[src/rtl/lock_ctrl.sv]
// Keypad lock controller: checks entered 4-digit BCD codes against a stored password,
// handles lockout after repeated failures, auto-relock, and two-step password change.
module lock_ctrl #(
   parameter logic [15:0] DEFAULT_PWD    = 16'h1234,
   parameter int          MAX_FAIL       = 3,
   parameter int          LOCKOUT_CYCLES = 50_000_000,
   parameter int          UNLOCK_CYCLES  = 250_000_000
) (
   input  logic        clk,
   input  logic        rst,
   input  logic        entry_done,
   input  logic [15:0] entry_code,
   input  logic        set_req,
   input  logic        lock_req,
   output logic        entry_clr,
   output logic        unlocked,
   output logic        alarm,
   output logic [1:0]  fail_cnt,
   output logic [2:0]  state
);

   localparam int          UW     = $clog2(UNLOCK_CYCLES + 1);
   localparam int          LW     = $clog2(LOCKOUT_CYCLES + 1);
   localparam logic [1:0]  MAX_F  = 2'(MAX_FAIL);
   localparam logic [UW-1:0] RELOCK_LOAD  = UW'(UNLOCK_CYCLES - 1);
   localparam logic [LW-1:0] LOCKOUT_LOAD = LW'(LOCKOUT_CYCLES - 1);

   typedef enum logic [2:0] {
      S_LOCKED = 3'd0,
      S_CHECK  = 3'd1,
      S_OPEN   = 3'd2,
      S_SET1   = 3'd3,
      S_SET2   = 3'd4,
      S_ALARM  = 3'd5
   } state_t;

   state_t          state_q, state_d;
   logic [1:0]      fail_q, fail_d;
   logic [15:0]     pwd_q, pwd_d;
   logic [15:0]     cap_q, cap_d;
   logic [15:0]     new_q, new_d;
   logic [UW-1:0]   relock_q, relock_d;
   logic [LW-1:0]   lockout_q, lockout_d;
   logic            clr_q, clr_d;
   logic [1:0]      fail_inc;

   // Unentered digits arrive padded with 4'hF, so any nibble above 9 invalidates the code.
   function automatic logic code_valid(input logic [15:0] c);
      logic ok;
      ok = 1'b1;
      for (int i = 0; i < 4; i++) begin
         if (c[i*4 +: 4] > 4'd9) ok = 1'b0;
      end
      return ok;
   endfunction

   assign fail_inc = (fail_q >= MAX_F) ? MAX_F : fail_q + 2'd1;

   always_comb begin
      state_d   = state_q;
      fail_d    = fail_q;
      pwd_d     = pwd_q;
      cap_d     = cap_q;
      new_d     = new_q;
      clr_d     = 1'b0;
      relock_d  = (relock_q == '0) ? '0 : relock_q - UW'(1);
      lockout_d = (lockout_q == '0) ? '0 : lockout_q - LW'(1);

      case (state_q)
         S_LOCKED: begin
            if (entry_done) begin
               cap_d   = entry_code;
               state_d = S_CHECK;
            end
         end
         S_CHECK: begin
            clr_d = 1'b1;
            if (code_valid(cap_q) && (cap_q == pwd_q)) begin
               state_d  = S_OPEN;
               fail_d   = 2'd0;
               relock_d = RELOCK_LOAD;
            end else begin
               fail_d = fail_inc;
               if (fail_inc == MAX_F) begin
                  state_d   = S_ALARM;
                  lockout_d = LOCKOUT_LOAD;
               end else begin
                  state_d = S_LOCKED;
               end
            end
         end
         S_OPEN: begin
            if (lock_req || (relock_q == '0)) begin
               state_d = S_LOCKED;
            end else if (set_req) begin
               state_d = S_SET1;
               clr_d   = 1'b1;
            end
         end
         S_SET1: begin
            relock_d = relock_q;
            if (entry_done) begin
               clr_d = 1'b1;
               if (code_valid(entry_code)) begin
                  new_d   = entry_code;
                  state_d = S_SET2;
               end else begin
                  state_d  = S_OPEN;
                  relock_d = RELOCK_LOAD;
               end
            end
         end
         S_SET2: begin
            relock_d = relock_q;
            if (entry_done) begin
               clr_d    = 1'b1;
               state_d  = S_OPEN;
               relock_d = RELOCK_LOAD;
               if (entry_code == new_q) pwd_d = new_q;
            end
         end
         S_ALARM: begin
            if (lockout_q == '0) begin
               state_d = S_LOCKED;
               fail_d  = 2'd0;
            end
         end
         default: state_d = S_LOCKED;
      endcase
   end

   always_ff @(posedge clk or negedge rst) begin
      if (!rst) begin
         state_q   <= S_LOCKED;
         fail_q    <= 2'd0;
         pwd_q     <= DEFAULT_PWD;
         cap_q     <= 16'd0;
         new_q     <= 16'd0;
         relock_q  <= '0;
         lockout_q <= '0;
         clr_q     <= 1'b0;
      end else begin
         state_q   <= state_d;
         fail_q    <= fail_d;
         pwd_q     <= pwd_d;
         cap_q     <= cap_d;
         new_q     <= new_d;
         relock_q  <= relock_d;
         lockout_q <= lockout_d;
         clr_q     <= clr_d;
      end
   end

   assign state     = state_q;
   assign fail_cnt  = fail_q;
   assign entry_clr = clr_q;
   assign alarm     = (state_q == S_ALARM);
   assign unlocked  = (state_q == S_OPEN) || (state_q == S_SET1) || (state_q == S_SET2);

endmodule

[config.mk]
export PLATFORM = sky130hd
export DESIGN_NAME = lock_ctrl
export DESIGN_NICKNAME = d
export VERILOG_FILES = /design/src/rtl/lock_ctrl.sv
export SDC_FILE = /design/constraint.sdc
export NUM_CORES = 1
export LEC_CHECK = 0
export ABC_AREA = 1
export CORE_UTILIZATION = 27
export DETAILED_ROUTE_END_ITERATION = 8
export MAX_ROUTING_LAYER = met4
export SLEW_MARGIN = 15
export SYNTH_ARGS = -nofsm -noshare
export SYNTH_HDL_FRONTEND = slang
export SYNTH_SLANG_ARGS = --single-unit
[constraint.sdc]
create_clock -name clk -period 1.8 [get_ports clk]
set_input_delay 0.36 -clock clk [delete_from_list [all_inputs] [get_ports clk]]
set_output_delay 0.36 -clock clk [all_outputs]
set_load 0.01 [all_outputs]
==> results.md <==
- Outcome: completed
- Cell breakdown of the critical path: inv_2 > nand2_1 > nand2_1 > nor2_2 > nand2_2 > nor2_4 > nand3_4 > buf_6 > buf_6 > nand3_2 > nand3_2
- Die area: between 20,000 and 25,000 um^2
- Die W: 156 um
- Final worst path period need: about 1800 ps
- Root Buffer Master: clkbuf_16
- Antenna diode count: 0
- First-pass GRT wire length: roughly 26 mm
- Syn Area/Cell: between 7 and 8 um^2
- PortBufs: 28
- Slew HR: about four fifths
- Routability cong.: between 0.8 and 0.9
- Final core occ: between 30% and 40%
- Worst Hold Class: in -> async
- Max incr delay on CP: approximately 550 ps
- Crit path max fanout: 5
- Slew Viols, Final: 0
- Setup CP Type: reg -> reg
- Maximum vdd drop: roughly 670 uV
- Crit. End Element: register
- Startpoint Class: register
- Pwr Total: about 0.01 W
- PwrDens: 1230 nW/um^2
- Nets@finish: approximately 1,000
- R2r setup slk: around 15 ps
- Post-Syn Instances: 879
- Multi-input logic area: 3280 um^2
- Inst Count DP: 1,270
- Core area: ~23,000 um^2
- Static Leakage: 3.74 nW
- Reg-to-Reg End: relock_q[19]
- CTS Hold Bufs: 0
- Post-DP HPWL: around 11 mm
- # DRC: 0
- Via density per instance: ~4.4
- Clock skew: approximately 12 ps
- TritonCTS clock tree: built
- Mapped Nets: about 900
- Crit path arrival time: between 2000 and 2500 ps
- Post-DR wirelength/cell: roughly 12 um
- Top-count cell post-synth: nand2_1
- Row count: between 50 and 60
- Fmax: approximately 560 MHz
- Slew @ Worst Pin: approximately 320 ps
- Busiest grt layer: met2
- Antenna viol nets, final: 0
- GRT Overall Usage: ~14%
- I/O pin total: 29
- Async set or reset register ratio after synthesis: 100%
- Number of synthesized flops with an enable pin: 0
- Slowest-stage cell, CP: dfstp_2
- Clk buf depth: 2
- R2R Path Start: pwd_q[9]
- Routed wire length: 15.5 mm
- Crit path depth: 11
- First DRT Iteration DRCs: about 270
- Seq/Total Area, Yosys: 42.5%
- Initial antenna violation count: 0
- Largest net degree at the start of global routing: between 50 and 60
- Clock-pin slew on the worst setup and hold paths: approximately 80 ps
- Synth unique cells: 40
- Vias in the first global route: roughly 5,400
- Worst skew pair latency: 360 ps
- Post-place instance area: between 7000 and 8000 um^2
- Area share of the largest cell type after synthesis: between 40 and 50%
- Max cap viols: 0
- Synthesized cell area: approximately 6400 um^2
- Area Growth Syn to Fin: 26.5%
- Met1 Use GR: between 10% and 20%
- Met3 GRT Util: roughly 2.1%
- DR vias: 5,704
- M2 GR Usage: between 20% and 30%
- Share of layout cells above drive strength 1: approximately 20%
- Final period utilization: between 90 and 100%
- Cell taking the most area after synthesis: dfrtp_1
- H-tree depth: 3
- Design Area, Final: 8070 um^2
- Clock sink total: around 110
- Total gr overflow: 0
- Register Area: about 2700 um^2
- Worst-case reg-to-reg path depth: 11
- Initial Util: around 28%
- Yosys reg bits: roughly 110
- CP Data Required Time: between 2000 and 2500 ps
- Final Hold Vio Count: 0
- Non-Filler Instances: between 1,000 and 1,500
- Ys flop type: dfrtp_1
- Top cells by count, synth: 242 x nand2_1, 151 x nor2_1, 111 x inv_1
- Warnings, synthesis: 0
- CTS Buf Count: 9
- Filler cells: approximately 2,400
- Final Setup Violations: 0
- Area contributors post-synth: dfrtp_1 40%, nand2_1 14%, nor2_1 8.9%, inv_1 6.5%, o21ai_0 4.1%
- Worst path buffer plus inverter count: 3
- CP delay by family, top: simple AND/OR/NAND/NOR gates
- RSZ-0062 raised after global routing: yes
- 1st-pass router iterations: 5
- Chip Height: about 160 um
==> kinds of logic (layout without fill, tap and decap cells) <==
group	Yosys count	count (layout)	share of synthesized area, %
flops	108	108	42.5
mux	3	3	0.530
fa+ha+maj	2	2	0.392
buf+inv	136	237	8.97
xor+xnor	36	36	4.95
compound gates	110	110	9.60
simple gates	484	485	33.1
==> per-stage QoR <==
step | hold slack (ps) | setup WS (ps) | setup TNS [ps]
3_5_place_dp | 390 | -297 | -14140
4_1_cts | 15.4 | -8.33 | -8.33
2_1_floorplan | 64.4 | 135 | 0
5_1_grt | 33.4 | -52.3 | -723
6_report | 0.0748 | 15.0 | 0
3_3_place_gp | 402 | -261 | -12760
==> how the worst max path moves through the flow <==
stage / from / end / slack (ps)
final: pwd_q[9] / relock_q[19] / 10
after detailed placement: entry_code[10] / relock_q[9] / -300
after global placement: entry_code[10] / relock_q[2] / -260
after global routing: pwd_q[9] / relock_q[19] / -50
after CTS: pwd_q[9] / state[0] / -8
after floorplan: relock_q[0] / relock_q[22] / 140
==> power by group <==
group	total, W	switching (W)	internal, W
combinational	0.00423	0.00252	0.00171
sequential	0.00375	0.000627	0.00312
clock	0.00196	0.000987	0.000969
==> state kept, by name, summed over array words and instances (netlist names) <==
signal,count
relock_q,28
lockout_q,26
cap_q,16
new_q,16
pwd_q,16
state,3
fail_cnt,2
entry_clr,1
==> routing by layer <==
layer | wire, um | vias to the layer above
li1 | - | 2932
met1 | 7590 | 2631
met2 | 7020 | 125
met3 | 524 | 16
met4 | 314 | 0
met5 | 0 | -
==> worst reg2reg max path, cell delays in order (launching register included) <==
cell and delay, ps:
dfstp_2 550, inv_2 30, nand2_1 40, nand2_1 50
nor2_2 170, nand2_2 90, nor2_4 170, nand3_4 150
buf_6 170, buf_6 120, nand3_2 70, nand3_2 70
==> area by class of cell <==
class,instances,share of cell area (%)
timing repair buffer,102,11.6
sequential,108,33.6
inverter,119,5.60
clock inverter,6,0.729
tap,313,4.85
clock buffer,10,2.84
multi-input combinational,636,40.7
==> cells in the final DEF (no fill, tap or decap), types with 2 or more instances in the layout <==
| master | count |
|---|---|
| nand3_2 | 10 |
| nor2_1 | 131 |
| nand4_4 | 2 |
| nor2_4 | 15 |
| nand3_4 | 3 |
| xnor2_1 | 8 |
| xor2_1 | 28 |
| dfstp_2 | 5 |
| clkbuf_16 | 10 |
| o21ai_0 | 51 |
| dfrtp_1 | 100 |
| nand2_4 | 4 |
| nor2_2 | 26 |
| o21bai_1 | 2 |
| dfrtp_2 | 3 |
| nand2_2 | 10 |
| o22ai_1 | 5 |
| o21ai_2 | 7 |
| clkdlybuf4s50_1 | 23 |
| buf_4 | 63 |
| nand2_1 | 237 |
| o211ai_1 | 5 |
| clkinv_4 | 2 |
| buf_6 | 6 |
| inv_1 | 107 |
| nand3_1 | 31 |
| nor3_1 | 3 |
| and2_1 | 3 |
| nand4_1 | 7 |
| inv_2 | 11 |
| buf_12 | 6 |
| inv_6 | 3 |
| o21a_1 | 4 |
| mux2_2 | 3 |
| a21oi_1 | 15 |
| o21ai_1 | 18 |
| a21boi_1 | 2 |
==> repair_timing <==
item,4_1_cts,5_1_grt
pin swaps,0,22
setup endpoints to repair,17,66
buffers inserted,0,7
gates cloned,0,2
resized for setup,10,60
hold endpoints to repair,0,0
Note: power is estimated with default switching activity, not from simulation.
